`src/rtl/l4_parse_sequencer_pkg.sv`:
```
// Shared types and constants for the L2-L4 header parse sequencer.
// Holds the FSM state, packet class encoding and protocol constants.
package l4_parse_sequencer_pkg;

  typedef enum logic {
    S_HDR,
    S_DESC
  } seq_state_t;

  typedef enum logic [1:0] {
    CLS_OTHER     = 2'b00,
    CLS_UDP       = 2'b01,
    CLS_TCP       = 2'b10,
    CLS_MALFORMED = 2'b11
  } pkt_class_t;

  localparam int unsigned ETH_HDR_LEN    = 14;
  localparam logic [15:0] ETHERTYPE_IPV4 = 16'h0800;
  localparam logic [7:0]  IPPROTO_TCP    = 8'd6;
  localparam logic [7:0]  IPPROTO_UDP    = 8'd17;

  function automatic logic is_l4(input logic [7:0] p);
    return (p == IPPROTO_TCP) || (p == IPPROTO_UDP);
  endfunction

endpackage

```
`src/rtl/l4_parse_sequencer_keep_popcount.sv`:
```
// Counts asserted byte enables of one stream beat.
// Output is wide enough to hold a full beat (BYTES).
module l4_parse_sequencer_keep_popcount #(
  parameter int BYTES = 8,
  parameter int CW    = $clog2(BYTES) + 1
) (
  input  logic [BYTES-1:0] keep_i,
  output logic [CW-1:0]    count_o
);

  always_comb begin
    count_o = '0;
    for (int i = 0; i < BYTES; i++) begin
      count_o = count_o + CW'(keep_i[i]);
    end
  end

endmodule

```
`src/rtl/l4_parse_sequencer.sv`:
```
// Per-packet sequencer for the eth/ipv4/l4 parser chain.
// Gates parser stages per beat, classifies, emits one descriptor.
module l4_parse_sequencer
  import l4_parse_sequencer_pkg::*;
#(
  parameter int DATA_WIDTH = 64,
  parameter int LEN_W      = 16,
  localparam int BYTES     = DATA_WIDTH / 8,
  localparam int IDXW      = $clog2(BYTES)
) (
  input  logic             clk,
  input  logic             rst_n,
  input  logic             s_tvalid,
  input  logic             s_tlast,
  input  logic [BYTES-1:0] s_tkeep,
  output logic             s_tready,
  input  logic [15:0]      ethertype,
  input  logic             eth_done,
  input  logic             ipv4_hdr_valid,
  input  logic [3:0]       ipv4_ihl,
  input  logic [7:0]       ipv4_protocol,
  input  logic             l4_done,
  output logic             beat_valid,
  output logic             eth_en,
  output logic             ipv4_en,
  output logic [IDXW-1:0]  ipv4_start_idx,
  output logic             l4_en,
  output logic [IDXW-1:0]  l4_start_idx,
  output logic             parser_clear,
  output logic             desc_valid,
  input  logic             desc_ready,
  output logic [1:0]       desc_class,
  output logic [LEN_W-1:0] desc_len,
  output logic [LEN_W-1:0] drop_cnt
);

  localparam logic [LEN_W:0] ETH_END = (LEN_W+1)'(ETH_HDR_LEN);

  seq_state_t       state_q, state_d;
  logic [LEN_W-1:0] byte_cnt_q, byte_cnt_d;
  logic [LEN_W-1:0] len_q, len_d;
  logic [LEN_W-1:0] drop_q, drop_d;
  pkt_class_t       class_q, class_d, cls_w;

  logic [IDXW:0]    keep_cnt;
  logic [LEN_W:0]   cnt_ext, beat_end, l4off;
  logic [LEN_W-1:0] cnt_sat;
  logic             is_v4, l4_ok;

  l4_parse_sequencer_keep_popcount #(
    .BYTES (BYTES)
  ) u_pop (
    .keep_i  (s_tkeep),
    .count_o (keep_cnt)
  );

  assign cnt_ext  = {1'b0, byte_cnt_q};
  assign beat_end = cnt_ext + (LEN_W+1)'(keep_cnt);
  assign cnt_sat  = beat_end[LEN_W] ? '1 : beat_end[LEN_W-1:0];
  assign l4off    = ETH_END + (LEN_W+1)'({ipv4_ihl, 2'b00});

  assign is_v4 = eth_done && (ethertype == ETHERTYPE_IPV4);
  assign l4_ok = is_v4 && ipv4_hdr_valid && is_l4(ipv4_protocol)
              && (ipv4_ihl >= 4'd5);

  assign beat_valid = s_tvalid && s_tready;
  assign eth_en     = beat_valid && (cnt_ext < ETH_END);
  // IHL unknown until ipv4_hdr_valid: keep the header window open
  assign ipv4_en    = beat_valid && is_v4 && (beat_end > ETH_END)
                   && (!ipv4_hdr_valid || (cnt_ext < l4off));
  assign l4_en      = beat_valid && l4_ok && (beat_end > l4off)
                   && !l4_done;

  assign ipv4_start_idx = (ipv4_en && (cnt_ext <= ETH_END))
                        ? IDXW'(ETH_HDR_LEN % BYTES) : '0;
  assign l4_start_idx   = (l4_en && (cnt_ext <= l4off))
                        ? l4off[IDXW-1:0] : '0;

  always_comb begin
    cls_w = CLS_MALFORMED;
    if (!eth_done) begin
      cls_w = CLS_MALFORMED;
    end else if (ethertype != ETHERTYPE_IPV4) begin
      cls_w = CLS_OTHER;
    end else if (!ipv4_hdr_valid || (ipv4_ihl < 4'd5)
                 || (beat_end < l4off)) begin
      cls_w = CLS_MALFORMED;
    end else if (!is_l4(ipv4_protocol)) begin
      cls_w = CLS_OTHER;
    end else if (!l4_done) begin
      cls_w = CLS_MALFORMED;
    end else if (ipv4_protocol == IPPROTO_UDP) begin
      cls_w = CLS_UDP;
    end else begin
      cls_w = CLS_TCP;
    end
  end

  always_ff @(posedge clk or negedge rst_n) begin
    if (!rst_n) begin
      state_q <= S_HDR;
    end else begin
      state_q <= state_d;
    end
  end

  always_comb begin
    state_d = state_q;
    unique case (state_q)
      S_HDR:  if (beat_valid && s_tlast) state_d = S_DESC;
      S_DESC: if (desc_ready) state_d = S_HDR;
      default: state_d = S_HDR;
    endcase
  end

  always_comb begin
    s_tready     = (state_q == S_HDR);
    desc_valid   = (state_q == S_DESC);
    parser_clear = (state_q == S_DESC) && desc_ready;
  end

  always_comb begin
    byte_cnt_d = byte_cnt_q;
    len_d      = len_q;
    class_d    = class_q;
    drop_d     = drop_q;
    if (parser_clear) begin
      byte_cnt_d = '0;
    end else if (beat_valid) begin
      byte_cnt_d = cnt_sat;
    end
    if (beat_valid && s_tlast) begin
      len_d   = cnt_sat;
      class_d = cls_w;
    end
    if (parser_clear && (class_q == CLS_MALFORMED) && (drop_q != '1)) begin
      drop_d = drop_q + 1'b1;
    end
  end

  always_ff @(posedge clk or negedge rst_n) begin
    if (!rst_n) begin
      byte_cnt_q <= '0;
      len_q      <= '0;
      class_q    <= CLS_OTHER;
      drop_q     <= '0;
    end else begin
      byte_cnt_q <= byte_cnt_d;
      len_q      <= len_d;
      class_q    <= class_d;
      drop_q     <= drop_d;
    end
  end

  assign desc_class = class_q;
  assign desc_len   = len_q;
  assign drop_cnt   = drop_q;

endmodule

```
`config.mk`:
```
export PLATFORM = sky130hd
export DESIGN_NAME = l4_parse_sequencer
export DESIGN_NICKNAME = d
export VERILOG_FILES = /design/src/rtl/l4_parse_sequencer_pkg.sv /design/src/rtl/l4_parse_sequencer_keep_popcount.sv /design/src/rtl/l4_parse_sequencer.sv
export SDC_FILE = /design/constraint.sdc
export NUM_CORES = 1
export LEC_CHECK = 0
export CAP_MARGIN = 20
export CELL_PAD_IN_SITES_DETAIL_PLACEMENT = 0
export CELL_PAD_IN_SITES_GLOBAL_PLACEMENT = 2
export CORE_UTILIZATION = 26
export CTS_CLUSTER_SIZE = 16
export DETAILED_ROUTE_END_ITERATION = 8
export PLACE_DENSITY_LB_ADDON = 0.1
export SETUP_SLACK_MARGIN = 0.3
export SLEW_MARGIN = 5
export SYNTH_ARGS = -nofsm -noshare
export SYNTH_HDL_FRONTEND = slang
export SYNTH_HIERARCHICAL = 1
export SYNTH_SLANG_ARGS = --single-unit
export TNS_END_PERCENT = 30
```
`constraint.sdc`:
```
create_clock -name clk -period 5.85 [get_ports clk]
set_input_delay 0.585 -clock clk [delete_from_list [all_inputs] [get_ports clk]]
set_output_delay 0.585 -clock clk [all_outputs]
set_load 0.01 [all_outputs]
```
==> results of run 1 <==
-- placed cells by master (no fill, tap or decap), types with 16 or more instances in the layout --
master / instances
sky130_fd_sc_hd__buf_6: 21
sky130_fd_sc_hd__ha_1: 16
sky130_fd_sc_hd__buf_4: 50
sky130_fd_sc_hd__xnor2_1: 20
sky130_fd_sc_hd__clkdlybuf4s50_1: 78
sky130_fd_sc_hd__nor2_1: 37
sky130_fd_sc_hd__dfrtp_1: 51
sky130_fd_sc_hd__o21ai_0: 26
sky130_fd_sc_hd__inv_1: 24
sky130_fd_sc_hd__nand2_1: 38
sky130_fd_sc_hd__a21oi_1: 21
-- state kept, by name, indices dropped and copies added (netlist names) --
name        cells
desc_valid      1
desc_len       16
byte_cnt_q     16
drop_cnt       16
desc_class      2
-- path summary, 6_finish.rpt --
| kind | start | to | cells past startpoint | slack [ns] |
|---|---|---|---|---|
| worst max-delay path | s_tkeep[1] | l4_start_idx[1] | 22 | -0.12 |
| worst max register to register | byte_cnt_q[0]$_DFFE_PN0P_ | desc_len[6]$_DFFE_PN0P_ | 27 | 2.04 |
| min in group clk | desc_len[4]$_DFFE_PN0P_ | desc_len[4]$_DFFE_PN0P_ | 2 | 0.48 |
| worst min register to register | desc_len[4]$_DFFE_PN0P_ | desc_len[4]$_DFFE_PN0P_ | 2 | 0.48 |
| worst min-delay path | rst_n | drop_cnt[9]$_DFFE_PN0P_ | 2 | 0.41 |
| max in group asynchronous | rst_n | desc_len[15]$_DFFE_PN0P_ | 2 | 4.96 |
-- final cells by class --
class / instances / area [um^2]
Clock buffer: 5 / 125
Clock inverter: 2 / 13.8
Fill cell: 1373 / 8330
Inverter: 30 / 113
Multi-Input combinational cell: 321 / 2290
Sequential cell: 51 / 1280
Tap cell: 180 / 225
Timing Repair Buffer: 157 / 1450
-- metal layers --
| metal | vias up | share of wire (%) | track usage, % | wire, um |
|---|---|---|---|---|
| met5 | - | 0 | 0 | 0 |
| li1 | 1763 | - | - | - |
| met1 | 1687 | 45 | 21.4 | 5110 |
| met4 | 0 | 1.7 | 4.55 | 193 |
| met2 | 72 | 50 | 27.5 | 5630 |
| met3 | 14 | 3.2 | 2.88 | 356 |
-- power by group --
group / switching (mW) / total [mW] / internal [mW]
Sequential: 0.0761 / 0.492 / 0.416
Combinational: 0.471 / 1.01 / 0.537
Clock: 0.131 / 0.287 / 0.156
Total: 0.678 / 1.79 / 1.11
-- kinds of logic (layout without fill, tap and decap cells) --
family / count (synthesis) / in the layout / synth area share (%)
buffers and inverters: 52 / 194 / 6.45
and+or+nand+nor: 167 / 167 / 24.3
other: 1 / 2 / 0.102
muxes: 1 / 1 / 0.307
xor gates and xnor gates: 30 / 30 / 7.17
adders and majority gates: 25 / 25 / 9.56
DFF: 51 / 51 / 34.8
AOI/OAI and AO/OA: 96 / 96 / 17.3
-- timing repair --
action                                  CTS  global route
resized for setup                        58             9
buffers inserted                         26             9
hold endpoints to repair                  0             0
pin swaps                                13            12
endpoints found under the setup margin    6             8
-- through the flow --
step	cell area, um^2	util (%)	cells
4_1_cts	5390	39.0	737
3_3_place_gp	4940	35.7	704
6_report	5500	39.7	746
5_1_grt	5500	39.7	746
3_5_place_dp	4940	35.7	704
2_1_floorplan	3710	-	424
==> out/summary.txt, run 1 <==
OUTCOME
---------------------------------------------------------------------------------
Result of the run                                                    finished with violations
Failing checks                                                       negative setup slack

SYNTHESIS
---------------------------------------------------------------------------------
Yosys warnings                                                                  6
Most used standard cells in the synthesized netlist                  sky130_fd_sc_hd__dfrtp_1 (51), sky130_fd_sc_hd__nand2_1 (38), sky130_fd_sc_hd__nor2_1 (38)
Number of flip-flops and latches in the synthesized netlist                    51
Cell area after synthesis                                               3670 um^2
Syn_area_per_cell                                                       8.67 um^2
Count of cell types in the netlist                                             60
Most frequent cell after synthesis                                   sky130_fd_sc_hd__dfrtp_1
Top cell type's share of synthesized area                                   34.8%
Share of flip-flops with an asynchronous set or reset                        100%
Top_reg_cell synth                                                   sky130_fd_sc_hd__dfrtp_1
Synthesized instance count                                                    423
Share of synthesized area occupied by flip-flops and latches                34.8%
Cells taking the most area after synthesis                           sky130_fd_sc_hd__dfrtp_1 (35%), sky130_fd_sc_hd__ha_1 (6.8%), sky130_fd_sc_hd__xnor2_1 (4.8%)
Number of flops mapped to enable cells by yosys                                 0
Area leader, netlist                                                 sky130_fd_sc_hd__dfrtp_1

FLOORPLANNING
---------------------------------------------------------------------------------
Width of the die                                                           121 um
Die Y-Extent                                                               121 um
Initial Utilization                                                         26.5%
Total Die Area                                                         14600 um^2
Top-level port count                                                           91
Area of the core                                                       13800 um^2
Num rows                                                                       43

TIMING
---------------------------------------------------------------------------------
Final period demand of the worst path                                     5.97 ns
Final slew viol count                                                           0
Share of the cycle needed by the critical path after routing                 102%
Least-Margin Pin Slew                                                    0.696 ns
Total Negative Setup Slacks                                             -0.303 ns
Worst-case clock skew                                                  0.00928 ns
Count of final hold-check violations                                            0
Worst hold slack across all endpoints                                    0.412 ns
Final setup fails                                                               3
Worst-case headroom to the max-slew limit                                   53.6%
Setup slack after layout                                                -0.121 ns
Unrepaired setup endpoints after global routing                              true
Fmax                                                                      167 MHz

PWR
---------------------------------------------------------------------------------
IR drop worst, VDD                                                       0.186 mV
LEAKAGE                                                                   2.42 nW
Overall power after layout                                                1.79 mW
Power per Cell Area                                                   325 nW/um^2

ROUTING
---------------------------------------------------------------------------------
Routed wirelength normalized by instance count                            15.1 um
Total routed wirelength                                                  11300 um
Detailed router's first-iteration violation count                             178
Ratio of routed vias to standard cells                                       4.74
Antenna-violating nets left                                                     0
Via total after detailed routing                                             3536
DRC violations left                                                             0
First-pass detailed-route iteration total                                       5

PLACEMENT
---------------------------------------------------------------------------------
Post-placement worst setup slack                                         -1.03 ns
Input/output buffers                                                           88
HPWL after detailed placement                                             8450 um
Last weighted congestion value of the routability-driven placer             0.850

FINISH
---------------------------------------------------------------------------------
Antenna Cells                                                                   0
Area growth from synthesis to final layout                                  49.9%
Proportion of layout cells with a drive suffix above 1                      21.0%
Total number of nets in the final design                                      635

CRITICAL PATH
---------------------------------------------------------------------------------
Largest stage delay on the critical path                                  0.54 ns
Arrival time reported for the critical path endpoint                      5.39 ns
Category of the worst setup path capture point                       primary output
Slowest cell on the critical path                                    sky130_fd_sc_hd__fa_1
Crit path max fanout                                                            2
Required time reported for the critical path endpoint                     5.27 ns
Cell chain of the critical path                                      buf_6 > inv_2 > fa_1 > fa_1 > fa_1 > inv_1 > ha_2 > inv_2 > fa_1 > inv_2 > inv_2 > fa_2 > nand2b_4 > a21oi_4 > and3_4 > xor2_2 > ha_1 > and3_1 > and4b_1 > a211o_1 > a2111oi_4 > buf_2
Top Family by Delay on Critical Path                                  adder cells
Nature of the critical path startpoint                               primary input
Critical Setup Path Class                                               in -> out
Critical path buffers and inverters                                             7

CLOCK TREE
---------------------------------------------------------------------------------
Library cell used as clock root buffer                               sky130_fd_sc_hd__clkbuf_16
Maximum level of the CTS H-tree                                                 2
Total of hold buffers inserted after clock tree synthesis                       0
Clock latency on the worst-skew pair                                      0.29 ns
Number of sinks driven by the clock tree                                       51
Clock slew seen by the registers of the worst setup and hold paths        0.07 ns
Total clock buffers created by CTS                                              5
TritonCTS clock tree                                                         done
CTS Buffer Depth                                                                2

HOLD PATH
---------------------------------------------------------------------------------
Kind of path behind the tightest hold check                           in -> async

GRT
---------------------------------------------------------------------------------
Maximum number of pins on one net before global-route repair                   52
Via count of the first global-routing pass                                   3698
Number of antenna violations at the first check in global routing               0
Total track usage                                                           16.3%
Global-route wire length before repair                                   18700 um
Remaining Overflow, GRT                                                         0

RUN
---------------------------------------------------------------------------------
Max capacitance violation total                                                 0

Power figures use the tool's default switching activity.
==> run 2: changes to the inputs <==
--- a/config.mk
+++ b/config.mk
@@ -5,10 +5,11 @@
 export SDC_FILE = /design/constraint.sdc
 export NUM_CORES = 1
 export LEC_CHECK = 0
+export ABC_AREA = 1
 export CAP_MARGIN = 20
 export CELL_PAD_IN_SITES_DETAIL_PLACEMENT = 0
 export CELL_PAD_IN_SITES_GLOBAL_PLACEMENT = 2
-export CORE_UTILIZATION = 26
+export CORE_UTILIZATION = 25
 export CTS_CLUSTER_SIZE = 16
 export DETAILED_ROUTE_END_ITERATION = 8
 export PLACE_DENSITY_LB_ADDON = 0.1
==> constraint.sdc (replaced) <==
create_clock -name clk -period 5.85 [get_ports clk]
set_input_delay 0.585 -clock clk [delete_from_list [all_inputs] [get_ports clk]]
set_output_delay 0.585 -clock clk [all_outputs]
set_load 0.02 [all_outputs]
==> run 2 against run 1 <==
  * The run now ends clean
  * Flip-flop and latch count did not move
  * Power down 2.2%
  * Sequential power is 3% lower
  * Global-route usage is 1.1 points lower
  * Clock power up 9.8%
  * Combinational power is 5% lower
  * Sequential share of layout area is 1.2 points higher
  * Utilization down 2.3 points
  * Synthesized cell count rose by 14%
  * Count of clock-buffer cells in the layout is the same
  * Hold slack got worse by 0.017 ns
  * Critical path type unchanged
  * Critical endpoint is now l4_start_idx[2]
  * Largest cell class unchanged
==> out/summary.txt, run 2 <==
OUTCOME
---------------------------------------------------------------------------------
Result of the run                                                    finished clean

PLACEMENT
---------------------------------------------------------------------------------
Cell area after placement                                               4940 um^2   about the same
Post-placement worst setup slack                                        -0.732 ns   +0.293 ns
HPWL after detailed placement                                             8580 um   +1.5%
Last weighted congestion value of the routability-driven placer             0.840   -1.2%
Input/output buffers                                                           88   unchanged

ROUTING
---------------------------------------------------------------------------------
Routed wirelength normalized by instance count                            14.0 um   -7.6%
Total routed wirelength                                                  11000 um   -2.9%
DRC violations left                                                             0   unchanged
First-pass detailed-route iteration total                                       4   -1
Detailed router's first-iteration violation count                             114   -36%
Ratio of routed vias to standard cells                                       4.39   -7.3%
Antenna-violating nets left                                                     0   unchanged
Via total after detailed routing                                             3444   -2.6%

PWR
---------------------------------------------------------------------------------
LEAKAGE                                                                   2.48 nW   +2.8%
Power per Cell Area                                                   334 nW/um^2   +2.7%
IR drop worst, VDD                                                       0.153 mV   -18%

SYNTHESIS
---------------------------------------------------------------------------------
Most frequent cell after synthesis                                   sky130_fd_sc_hd__nand2_1
Top_reg_cell synth                                                   sky130_fd_sc_hd__dfrtp_1
Most used standard cells in the synthesized netlist                  sky130_fd_sc_hd__nand2_1 (109), sky130_fd_sc_hd__inv_1 (77), sky130_fd_sc_hd__dfrtp_1 (51)
Yosys warnings                                                                  6   unchanged
Number of flip-flops and latches in the synthesized netlist                    51   unchanged
Top cell type's share of synthesized area                                   35.2%   +0.41 points
Share of synthesized area occupied by flip-flops and latches                35.2%   +0.41 points
Cells taking the most area after synthesis                           sky130_fd_sc_hd__dfrtp_1 (35%), sky130_fd_sc_hd__nand2_1 (11%), sky130_fd_sc_hd__inv_1 (8.0%)
Cell area after synthesis                                               3620 um^2   -1.2%
Number of flops mapped to enable cells by yosys                                 0   unchanged
Share of flip-flops with an asynchronous set or reset                        100%   unchanged
Count of cell types in the netlist                                             39   -35%
Synthesized instance count                                                    483   +14%
Syn_area_per_cell                                                       7.50 um^2   -13%
Area leader, netlist                                                 sky130_fd_sc_hd__dfrtp_1

FLOORPLANNING
---------------------------------------------------------------------------------
Area of the core                                                       14000 um^2   +1.2%
Total Die Area                                                         15000 um^2   +2.7%
Width of the die                                                           122 um   +1.4%
Initial Utilization                                                         25.9%   -0.61 points
Die Y-Extent                                                               122 um   +1.4%
Num rows                                                                       43   unchanged
Top-level port count                                                           91   unchanged

FINISH
---------------------------------------------------------------------------------
Most common cell after layout, fill and taps aside                   sky130_fd_sc_hd__nand2_1
Antenna Cells                                                                   0   unchanged
Total number of nets in the final design                                      672   +5.8%
Storage element area                                                    1280 um^2   unchanged
Area growth from synthesis to final layout                                  44.4%
Total area of multi-input combinational cells                           2120 um^2   -7.6%
Layout filler cell count                                                     1519   +11%
Final non-filler cell area                                              5230 um^2   -4.8%
Highest-count cells in the layout ignoring fill and taps             sky130_fd_sc_hd__nand2_1 (102), sky130_fd_sc_hd__clkdlybuf4s50_1 (78), sky130_fd_sc_hd__inv_1 (70)
Proportion of layout cells with a drive suffix above 1                      19.5%   -1.5 points

TIMING
---------------------------------------------------------------------------------
Final slew viol count                                                           0   unchanged
Share of the cycle needed by the critical path after routing                94.8%   -7.3 points
Worst-case clock skew                                                   0.0102 ns   +0.000909 ns
Unrepaired setup endpoints after global routing                              true
Final setup fails                                                               0   -3
Final period demand of the worst path                                     5.54 ns   -0.428 ns
Least-Margin Pin Slew                                                    0.914 ns   +0.217 ns
Count of final hold-check violations                                            0   unchanged
Setup slack after layout                                                 0.307 ns   +0.428 ns
Fmax                                                                      180 MHz   +7.7%
Worst-case headroom to the max-slew limit                                   38.9%   -15 points

GRT
---------------------------------------------------------------------------------
Maximum number of pins on one net before global-route repair                   52   unchanged
Total track usage                                                           15.3%   -1.1 points
Via count of the first global-routing pass                                   3532   -4.5%
Global-route wire length before repair                                   17800 um   -5.1%
Remaining Overflow, GRT                                                         0   unchanged
Number of antenna violations at the first check in global routing               0   unchanged

CLOCK TREE
---------------------------------------------------------------------------------
TritonCTS clock tree                                                         done
Maximum level of the CTS H-tree                                                 2   unchanged
Clock slew seen by the registers of the worst setup and hold paths        0.08 ns   about the same
CTS Buffer Depth                                                                2   unchanged
Total clock buffers created by CTS                                              5   unchanged
Total of hold buffers inserted after clock tree synthesis                       0   unchanged
Clock latency on the worst-skew pair                                      0.30 ns   about the same
Library cell used as clock root buffer                               sky130_fd_sc_hd__clkbuf_16
Number of sinks driven by the clock tree                                       51   unchanged

CRITICAL PATH
---------------------------------------------------------------------------------
Arrival time reported for the critical path endpoint                      4.96 ns   -0.43 ns
Nature of the critical path startpoint                               primary input
Critical Setup Path Class                                               in -> out
Required time reported for the critical path endpoint                     5.27 ns   about the same
Crit path max fanout                                                            3   +1
Category of the worst setup path capture point                       primary output

RUN
---------------------------------------------------------------------------------
Max capacitance violation total                                                 0   unchanged

HOLD PATH
---------------------------------------------------------------------------------
Kind of path behind the tightest hold check                           in -> async

run 2: report_power, final:
group          leakage (nW)  switching (mW)  internal (mW)
logic                  1.73           0.513          0.445
registers             0.685          0.0636          0.411
clock network        0.0723           0.152          0.164
total                  2.48           0.728           1.02
run 2: cell families (layout without fill, tap and decap cells):
logic type	after synthesis	in the layout	synth area share [%]
buf+inv	95	215	10.3
flops	51	51	35.2
simple gates	240	240	31.9
fa+ha+maj	25	25	9.67
other cells	1	2	0.103
xor+xnor	20	20	4.83
compound gates	51	51	8.01
run 2: critical path: stages:
cell                        delay [ns]
sky130_fd_sc_hd__buf_6            0.07
sky130_fd_sc_hd__inv_2            0.03
sky130_fd_sc_hd__fa_1             0.54
sky130_fd_sc_hd__fa_1             0.43
sky130_fd_sc_hd__fa_1             0.44
sky130_fd_sc_hd__inv_1            0.07
sky130_fd_sc_hd__ha_2             0.18
sky130_fd_sc_hd__inv_2            0.04
sky130_fd_sc_hd__fa_2             0.52
sky130_fd_sc_hd__inv_2            0.04
sky130_fd_sc_hd__buf_6            0.11
sky130_fd_sc_hd__ha_4             0.26
sky130_fd_sc_hd__nand2_4          0.04
sky130_fd_sc_hd__nand2_4          0.07
sky130_fd_sc_hd__nand3_4          0.09
sky130_fd_sc_hd__nand2_8          0.07
sky130_fd_sc_hd__xor2_1           0.14
sky130_fd_sc_hd__inv_1            0.10
sky130_fd_sc_hd__ha_4             0.28
sky130_fd_sc_hd__nand2_4          0.05
sky130_fd_sc_hd__o2111ai_2        0.18
sky130_fd_sc_hd__inv_1            0.07
sky130_fd_sc_hd__nand2_2          0.09
sky130_fd_sc_hd__inv_2            0.04
sky130_fd_sc_hd__nor2_4           0.11
sky130_fd_sc_hd__nand2_2          0.08
sky130_fd_sc_hd__nor2_2           0.11
sky130_fd_sc_hd__buf_6            0.13
run 2: what timing repair did:
item | 4_1_cts | 5_1_grt
setup buffers | 1 | 2
pin swaps | 20 | 19
cloned | 0 | 0
endpoints found under the setup margin | 6 | 6
resized for setup | 45 | 20
run 2: metrics by stage:
| step | setup TNS, ns | power, mW | hold slack, ns | cells | utilization [%] |
|---|---|---|---|---|---|
| floorplan | 0 | 0.935 | 0.289 | 484 | - |
| global placement | -3.18 | 1.34 | 0.475 | 772 | 35.1 |
| finish | 0 | 1.75 | 0.394 | 784 | 37.4 |
| global route | 0 | 1.89 | 0.461 | 784 | 37.4 |
| detailed placement | -3.39 | 1.34 | 0.483 | 773 | 35.3 |
| CTS | 0 | 1.72 | 0.433 | 782 | 36.7 |
run 2: worst paths after layout:
path	from	endpoint	slack (ns)	cells after the start
setup / recovery	s_tkeep[3]	l4_start_idx[2]	0.31	28
min in group clk	desc_len[3]$_DFFE_PN0P_	desc_len[3]$_DFFE_PN0P_	0.50	2
max in group asynchronous	rst_n	byte_cnt_q[13]$_DFFE_PN0P_	4.98	2
hold / removal	rst_n	drop_cnt[3]$_DFFE_PN0P_	0.39	2
setup reg to reg	byte_cnt_q[0]$_DFFE_PN0P_	desc_class[0]$_DFFE_PN0P_	3.00	18
hold reg to reg	desc_len[3]$_DFFE_PN0P_	desc_len[3]$_DFFE_PN0P_	0.50	2
run 2: layer usage:
| layer | up-vias | global-route usage [%] | routed length (um) |
|---|---|---|---|
| met2 | 73 | 25.5 | 5020 |
| met5 | - | 0 | 0 |
| met1 | 1589 | 20.1 | 5290 |
| met4 | 0 | 2.97 | 83 |
| met3 | 5 | 3.35 | 576 |
| li1 | 1777 | - | - |
run 2: layout make-up:
type	instances	share of cell area, %
Inverter	84	6.03
Sequential cell	51	24.4
Tap cell	180	4.30
Clock buffer	5	2.39
Multi-Input combinational cell	338	40.5
Clock inverter	3	0.526
Timing Repair Buffer	123	21.9
